**config.mk**
```make
export PLATFORM = sky130hd
export DESIGN_NAME = router_fifo
export DESIGN_NICKNAME = d
export VERILOG_FILES = /design/src/rtl/router_pkg.sv /design/src/rtl/router_fifo_ram.sv /design/src/rtl/router_fifo.sv
export SDC_FILE = /design/constraint.sdc
export NUM_CORES = 1
export LEC_CHECK = 0
export ABC_CLOCK_PERIOD_IN_PS = 2600
export CORE_MARGIN = 3
export CORE_UTILIZATION = 55
export DETAILED_ROUTE_END_ITERATION = 10
export GPL_TIMING_DRIVEN = 1
export HOLD_SLACK_MARGIN = 0.15
export PLACE_DENSITY = 0.84
export SYNTH_ARGS = -nofsm -noshare
export SYNTH_HDL_FRONTEND = slang
export SYNTH_SLANG_ARGS = --single-unit
```
**constraint.sdc**
```tcl
create_clock -name clock -period 2.6 [get_ports clock]
set_input_delay 0.52 -clock clock [delete_from_list [all_inputs] [get_ports clock]]
set_output_delay 0.52 -clock clock [all_outputs]
set_load 0.1 [all_outputs]
```
**src/rtl/router_pkg.sv**
```systemverilog
// Shared definitions for the 1x3 router: byte width, header field layout and
// the tagged storage word used by the per-port output FIFOs.
package router_pkg;

  localparam int ROUTER_DATA_W = 8;

  localparam int ADDR_LSB = 0;
  localparam int ADDR_W   = 2;
  localparam int LEN_LSB  = 2;
  localparam int LEN_W    = 6;

  typedef struct packed {
    logic                     tag;
    logic [ROUTER_DATA_W-1:0] data;
  } fifo_word_t;

  // Bytes still to follow a header: payload length plus the parity byte.
  function automatic logic [LEN_W:0] hdr_remaining(input logic [ROUTER_DATA_W-1:0] hdr);
    return {1'b0, hdr[LEN_LSB +: LEN_W]} + (LEN_W+1)'(1);
  endfunction

endpackage

```
**src/rtl/router_fifo_ram.sv**
```systemverilog
// Storage for router_fifo: DEPTH words of WIDTH+1 bits, synchronous write and
// asynchronous (combinational) read.
module router_fifo_ram #(
  parameter int WIDTH = 8,
  parameter int DEPTH = 16,
  parameter int AW    = 4
) (
  input  logic          clock,
  input  logic          i_we,
  input  logic [AW-1:0] i_waddr,
  input  logic [WIDTH:0] i_wdata,
  input  logic [AW-1:0] i_raddr,
  output logic [WIDTH:0] o_rdata
);

  logic [WIDTH:0] r_mem [DEPTH];

  always_ff @(posedge clock) begin
    if (i_we) begin
      r_mem[i_waddr] <= i_wdata;
    end
  end

  assign o_rdata = r_mem[i_raddr];

endmodule

```
**src/rtl/router_fifo.sv**
```systemverilog
// Per-destination output FIFO of the 1x3 router, with header tagging and packet
// length tracking. Define ROUTER_FIFO_TRISTATE_EN to float data_out between packets.
module router_fifo
  import router_pkg::*;
#(
  parameter int WIDTH = ROUTER_DATA_W,
  parameter int DEPTH = 16,
  parameter int AW    = $clog2(DEPTH)
) (
  input  logic             clock,
  input  logic             resetn,
  input  logic             soft_reset,
  input  logic             write_enb,
  input  logic             read_enb,
  input  logic             lfd_state,
  input  logic [WIDTH-1:0] data_in,
  output logic [WIDTH-1:0] data_out,
  output logic             full,
  output logic             empty
);

  logic [AW:0]      r_wr_ptr;
  logic [AW:0]      r_rd_ptr;
  logic [LEN_W:0]   r_pkt_cnt;
  logic [LEN_W:0]   w_pkt_cnt_nxt;
  logic [WIDTH-1:0] r_data_out;
  logic             w_wr_fire;
  logic             w_rd_fire;
  fifo_word_t       w_wr_word;
  fifo_word_t       w_rd_word;

  // The extra pointer MSB separates a full FIFO from an empty one.
  assign full  = (r_wr_ptr[AW] != r_rd_ptr[AW]) && (r_wr_ptr[AW-1:0] == r_rd_ptr[AW-1:0]);
  assign empty = (r_wr_ptr == r_rd_ptr);

  assign w_wr_fire = write_enb && !full && !soft_reset;
  assign w_rd_fire = read_enb && !empty && !soft_reset;

  assign w_wr_word.tag  = lfd_state;
  assign w_wr_word.data = data_in;

  router_fifo_ram #(
    .WIDTH (WIDTH),
    .DEPTH (DEPTH),
    .AW    (AW)
  ) u_ram (
    .clock   (clock),
    .i_we    (w_wr_fire),
    .i_waddr (r_wr_ptr[AW-1:0]),
    .i_wdata (w_wr_word),
    .i_raddr (r_rd_ptr[AW-1:0]),
    .o_rdata (w_rd_word)
  );

  always_ff @(posedge clock or negedge resetn) begin
    if (!resetn) begin
      r_wr_ptr <= '0;
      r_rd_ptr <= '0;
    end else if (soft_reset) begin
      r_wr_ptr <= '0;
      r_rd_ptr <= '0;
    end else begin
      if (w_wr_fire) r_wr_ptr <= r_wr_ptr + 1'b1;
      if (w_rd_fire) r_rd_ptr <= r_rd_ptr + 1'b1;
    end
  end

  // A popped header reloads the count; every other popped byte consumes one.
  always_comb begin
    w_pkt_cnt_nxt = r_pkt_cnt;
    if (w_rd_fire) begin
      if (w_rd_word.tag) begin
        w_pkt_cnt_nxt = hdr_remaining(w_rd_word.data);
      end else if (r_pkt_cnt != '0) begin
        w_pkt_cnt_nxt = r_pkt_cnt - 1'b1;
      end
    end
  end

  always_ff @(posedge clock or negedge resetn) begin
    if (!resetn) begin
      r_pkt_cnt <= '0;
    end else if (soft_reset) begin
      r_pkt_cnt <= '0;
    end else begin
      r_pkt_cnt <= w_pkt_cnt_nxt;
    end
  end

  always_ff @(posedge clock or negedge resetn) begin
    if (!resetn) begin
      r_data_out <= '0;
    end else if (soft_reset) begin
      r_data_out <= '0;
    end else if (w_rd_fire) begin
      r_data_out <= w_rd_word.data;
    end else if (r_pkt_cnt == '0) begin
      r_data_out <= '0;
    end
  end

`ifdef ROUTER_FIFO_TRISTATE_EN
  logic r_out_en;

  // The output floats whenever no packet byte is being presented.
  always_ff @(posedge clock or negedge resetn) begin
    if (!resetn) begin
      r_out_en <= 1'b0;
    end else if (soft_reset) begin
      r_out_en <= 1'b0;
    end else if (w_rd_fire) begin
      r_out_en <= 1'b1;
    end else if (r_pkt_cnt == '0) begin
      r_out_en <= 1'b0;
    end
  end

  assign data_out = r_out_en ? r_data_out : {WIDTH{1'bz}};
`else
  assign data_out = r_data_out;
`endif

endmodule

```
### After elaboration in Yosys (flattened, before gate mapping)

Memories as Yosys holds them, arrays and structs flattened.
Cells that the tools add are included.

* bits in registers: 25
* input port bits: 14
* memory bits (writable): 144
* word-level logic and storage cells: 40
* memories: 1

* $add $sub $neg: 4
* multiplexer cells: 13
* reductions and logical operators: 15
* eq/ne operators: 3

Memory list
* u_ram.r_mem: depth 16, width 9, rd ports 1, clocked after Yosys merged registers in 0, wr ports 1, RTL line router_fifo_ram.sv:16 `logic [WIDTH:0] r_mem [DEPTH];`

Operators by type and width (number)
* $mux W7: 4
* $mux W8: 3
* $mux W5: 4
* $add A5 B1 Y5 const B: 2
* $add A6 B1 Y7 const B: 1
* $logic_not A7 Y1: 1
* $reduce_bool A7 Y1: 1
* $sub A7 B1 Y7 const B: 1
* $reduce_bool A3 Y1: 2
* $eq A5 B5 Y1: 1
* $logic_and A1 B1 Y1: 5
* $eq A4 B4 Y1: 1
* $reduce_bool A2 Y1: 2
* $logic_not A1 Y1: 3
* $mux W1: 2
* $reduce_and A2 Y1: 1
* $ne A1 B1 Y1: 1

### Depth between registers and ports, before layout

* word-level depth: 7
* mapped depth: 9
* mapped depth without buffers: 8

### Modules after synthesis

A second synthesis with hierarchy kept.

* cells, all modules: 407
* area total of the unflattened synthesis: 7073.0 µm²

Modules (own cells, without submodules)
* router_fifo_ram: cells each 245, times used 1, area each 5600.4 µm²
* router_fifo: cells each 162, times used 1, area each 1472.7 µm²

### Worst setup path before layout

Ideal clock, no wire load.

* path type: register to output
* from: register r_rd_ptr[0]
* to: output port empty
* data arrival time: 2353 ps
* path buffers: 2
* cell stages (with the launch flop): 6
* slack: -273 ps
* cells stage by stage: dfrtp_1 buf_6 buf_6 xnor2_1 nand4_1 nor2_1

* word-level cells in the longest chain between the ends: 1

Ends and longest elaborated chain
* start: declaration: RTL line router_fifo.sv:23 `logic [AW:0] r_rd_ptr;`
* start signal: assignment: RTL line router_fifo.sv:64 `if (w_rd_fire) r_rd_ptr <= r_rd_ptr + 1'b1;`
* $eq A5 B5 Y1: RTL line router_fifo.sv:34 `assign empty = (r_wr_ptr == r_rd_ptr);`
* end: declaration: RTL line router_fifo.sv:19 `output logic empty`

No other way between the ends.

### Worst setup path after layout

* from: register r_rd_ptr[0]
* to: register r_pkt_cnt[1]

* word-level cells in the longest chain between the ends: 6
* elaborated cells between the ends (all ways): 12
* classes of those cells: 1 x add/sub; 1 x eq/ne; 3 x mux; 6 x reduce/logical; 1 x memory

Ends and longest elaborated chain
* branches (longest 6 deep; another with $mem_v2 Z16 W9)
* end signal: assignment: RTL line router_fifo.sv:86 `r_pkt_cnt <= w_pkt_cnt_nxt;`
* end: declaration: RTL line router_fifo.sv:24 `logic [LEN_W:0] r_pkt_cnt;`

Several ways; the timed one is not identified. The select of a mux whose other input is x is not followed.
A chain may end at the register's enable or synchronous reset.

==> key figures <==
Run status
  – Status: completed

Clock network
  – CTS H-tree depth: 4
  – Clock tree buffer depth: 2
  – CTS Buf Count: 17
  – Worst-Skew Late Latency: 420 ps
  – Clk slew on worst S/H paths: 70 ps
  – Clk sink count: 169
  – Clock Tree Root: clkbuf_16
  – TritonCTS clock tree: done

Finish
  – Layout area overhead: 19.5%
  – Final core utilization: 68.9%
  – Antenna fix cells: 0
  – Share of cells above drive strength 1: 28.6%
  – Fin area: 8480 um2
  – # nets final: 504

Global routing
  – GRT Util Overall: 24.2%
  – Vias in the first global route: 4234
  – Total grt overflow: 0
  – Initial antenna violation count: 0
  – Largest net degree at the start of global routing: 30
  – First-pass GRT wire length: 24900 um

Drt
  – DR vias/cell: 6.25
  – Mean routed wirelength per cell: 24.4 um
  – DR pass1 iterations: 5
  – Antenna Nets Post-Route: 0
  – Post-route DRC: 0
  – Vias post-DR: 4148
  – Routed wire length: 16200 um
  – DR iter-0 viols: 480

Critical path
  – Critical Path RT: 2900 ps
  – Reg2reg path depth: 7
  – FF-to-FF setup slack: 20 ps
  – Worst path arrival time: 2880 ps
  – Crit path launch type: flip-flop
  – Kind of critical path: reg -> reg
  – Crit Path Max Fanout: 5
  – CP endpoint kind: flip-flop

Floorplanning
  – Die ar.: 14300 um2
  – I/O pin total: 24
  – Die extent in y: 120 um
  – Row count: 40
  – Die Wd: 120 um
  – Core footprint: 12300 um2
  – Initial Util: 57.7%

STA
  – Relative slew margins: 30.9%
  – Post-layout min period: 2580 ps
  – Unrepaired setup endpoints after global routing: yes
  – Final Skew: 9.69 ps
  – Final setup vio count: 0
  – Final TNS setup: 0 ps
  – WHS: 469 ps
  – Final hold viol count: 0
  – Fmax: 0.388 GHz
  – Least-Margin Pin Slew: 1030 ps
  – Slew Limit Fails: 0
  – Tcrit/Tclk final: 99.1%

Yosys
  – Asr flop ratio synth: 14.8%
  – Syn Area/Cell: 17.3 um2
  – Post-Syn Area: 7100 um2
  – Sequential area share after synthesis: 69.7%
  – Netlist cell types: 47
  – Post-synth EDFFs: 144
  – Area contributors post-synth: edfxtp_1, mux4_2, dfrtp_1, nand2_1, xnor2_1
  – Top cell type's share of synthesized area: 60.9%
  – Main flop type after synthesis: edfxtp_1
  – Synth cell count leaders: edfxtp_1, mux4_2, nand2_1, dfrtp_1, nor2_1
  – Top cell type by total area after synthesis: edfxtp_1
  – Syn Nets: 432
  – Yosys warns: 0
  – Post-Synthesis Cells: 411
  – Most common cell in the netlist: edfxtp_1
  – #FFs+latches synth: 169

Power and ir drop
  – VDD IR-drop max: 0.557 mV
  – P per Cell Area: 818 nW/um2
  – Leakage power total: 0.00288 uW

Job
  – Max Cap Viol: 0

Placed design
  – PortBufs: 23
  – Placement Cell Area: 7840 um2
  – Hpwl dp: 10300 um
  – Final GP Congestion: 0.852

Hold path
  – HP Class: in -> async
==> cells by family after synthesis <==
group	after synthesis	synth area share, %
adder cells (fa/ha/maj)	7	1.23
AND/OR/NAND/NOR	101	6.84
multiplexers	45	13.4
AO/OA/AOI/OAI	43	4.09
XOR/XNOR	18	2.22
buffers and inverters	28	2.49
flip-flops	169	69.7
==> registers in the layout (all words and copies together) (netlist names) <==
| register | flops |
|---|---|
| u_ram.r_mem | 144 |
| data_out | 8 |
| r_pkt_cnt | 7 |
| r_rd_ptr | 5 |
| r_wr_ptr | 5 |
==> metal layers <==
metal / global-route usage, % / vias to the layer above / share of wire [%]
met3: 6.79 / 46 / 8.3
met2: 38.5 / 245 / 50
met5: 0 / - / 0
met1: 30.3 / 2093 / 37
li1: - / 1764 / -
met4: 13.1 / 0 / 4.5
==> cell type report <==
class	count	area [um2]
multi-input combinational	214	2020
inverter	7	26.3
tap	168	210
timing repair buffer	74	699
fill	780	3830
clock buffer	18	429
clock inverter	14	138
sequential	169	4950
==> critical path: stages (launching register included) <==
cell and delay (ps):
dfrtp_4 460, buf_4 150, mux4_2 500, mux4_2 540, ha_1 320, mux2_1 300
o22ai_2 120, nor2_1 60
==> power by group <==
| group | internal [uW] | total, uW | switching (uW) |
|---|---|---|---|
| Combinational | 639 | 1460 | 825 |
| Sequential | 3010 | 3070 | 58.9 |
| Clock | 1340 | 2410 | 1070 |
| Total | 4990 | 6940 | 1950 |
==> per-stage QoR <==
| stage | worst slack [ps] | total power [uW] | cells |
|---|---|---|---|
| 6_report | 23.5 | 6940 | 664 |
| 5_1_grt | -28.4 | 7190 | 664 |
| 4_1_cts | 38.1 | 6940 | 664 |
| 3_5_place_dp | -71.7 | 4520 | 628 |
| 3_3_place_gp | 4.46 | 4470 | 628 |
| 2_1_floorplan | -273 | 4100 | 411 |
==> path summary, 6_finish.rpt <==
| path | from | end |
|---|---|---|
| setup / recovery | r_rd_ptr[0] | r_pkt_cnt[1] |
| hold / removal | resetn | r_rd_ptr[0] |
| setup reg to reg | r_rd_ptr[0] | r_pkt_cnt[1] |
| hold reg to reg | data_out[7] | data_out[7] |
| max in group asynchronous | resetn | r_rd_ptr[0] |
| min in group clock | data_out[7] | data_out[7] |
==> repair_timing <==
action,CTS,global route
gates resized for setup,2,8
pin swaps,0,1
hold buffers,0,0
setup buffers,4,0
setup endpoints to repair,33,13
==> placed cells by master (no fill, tap or decap), drive strengths merged, types with 15 or more instances in the layout <==
cell type,n
nor2,24
a21oi,15
dfrtp,25
nand2,30
clkbuf,18
buf,61
edfxtp,144
mux4,39
Power figures use the tool's default switching activity.
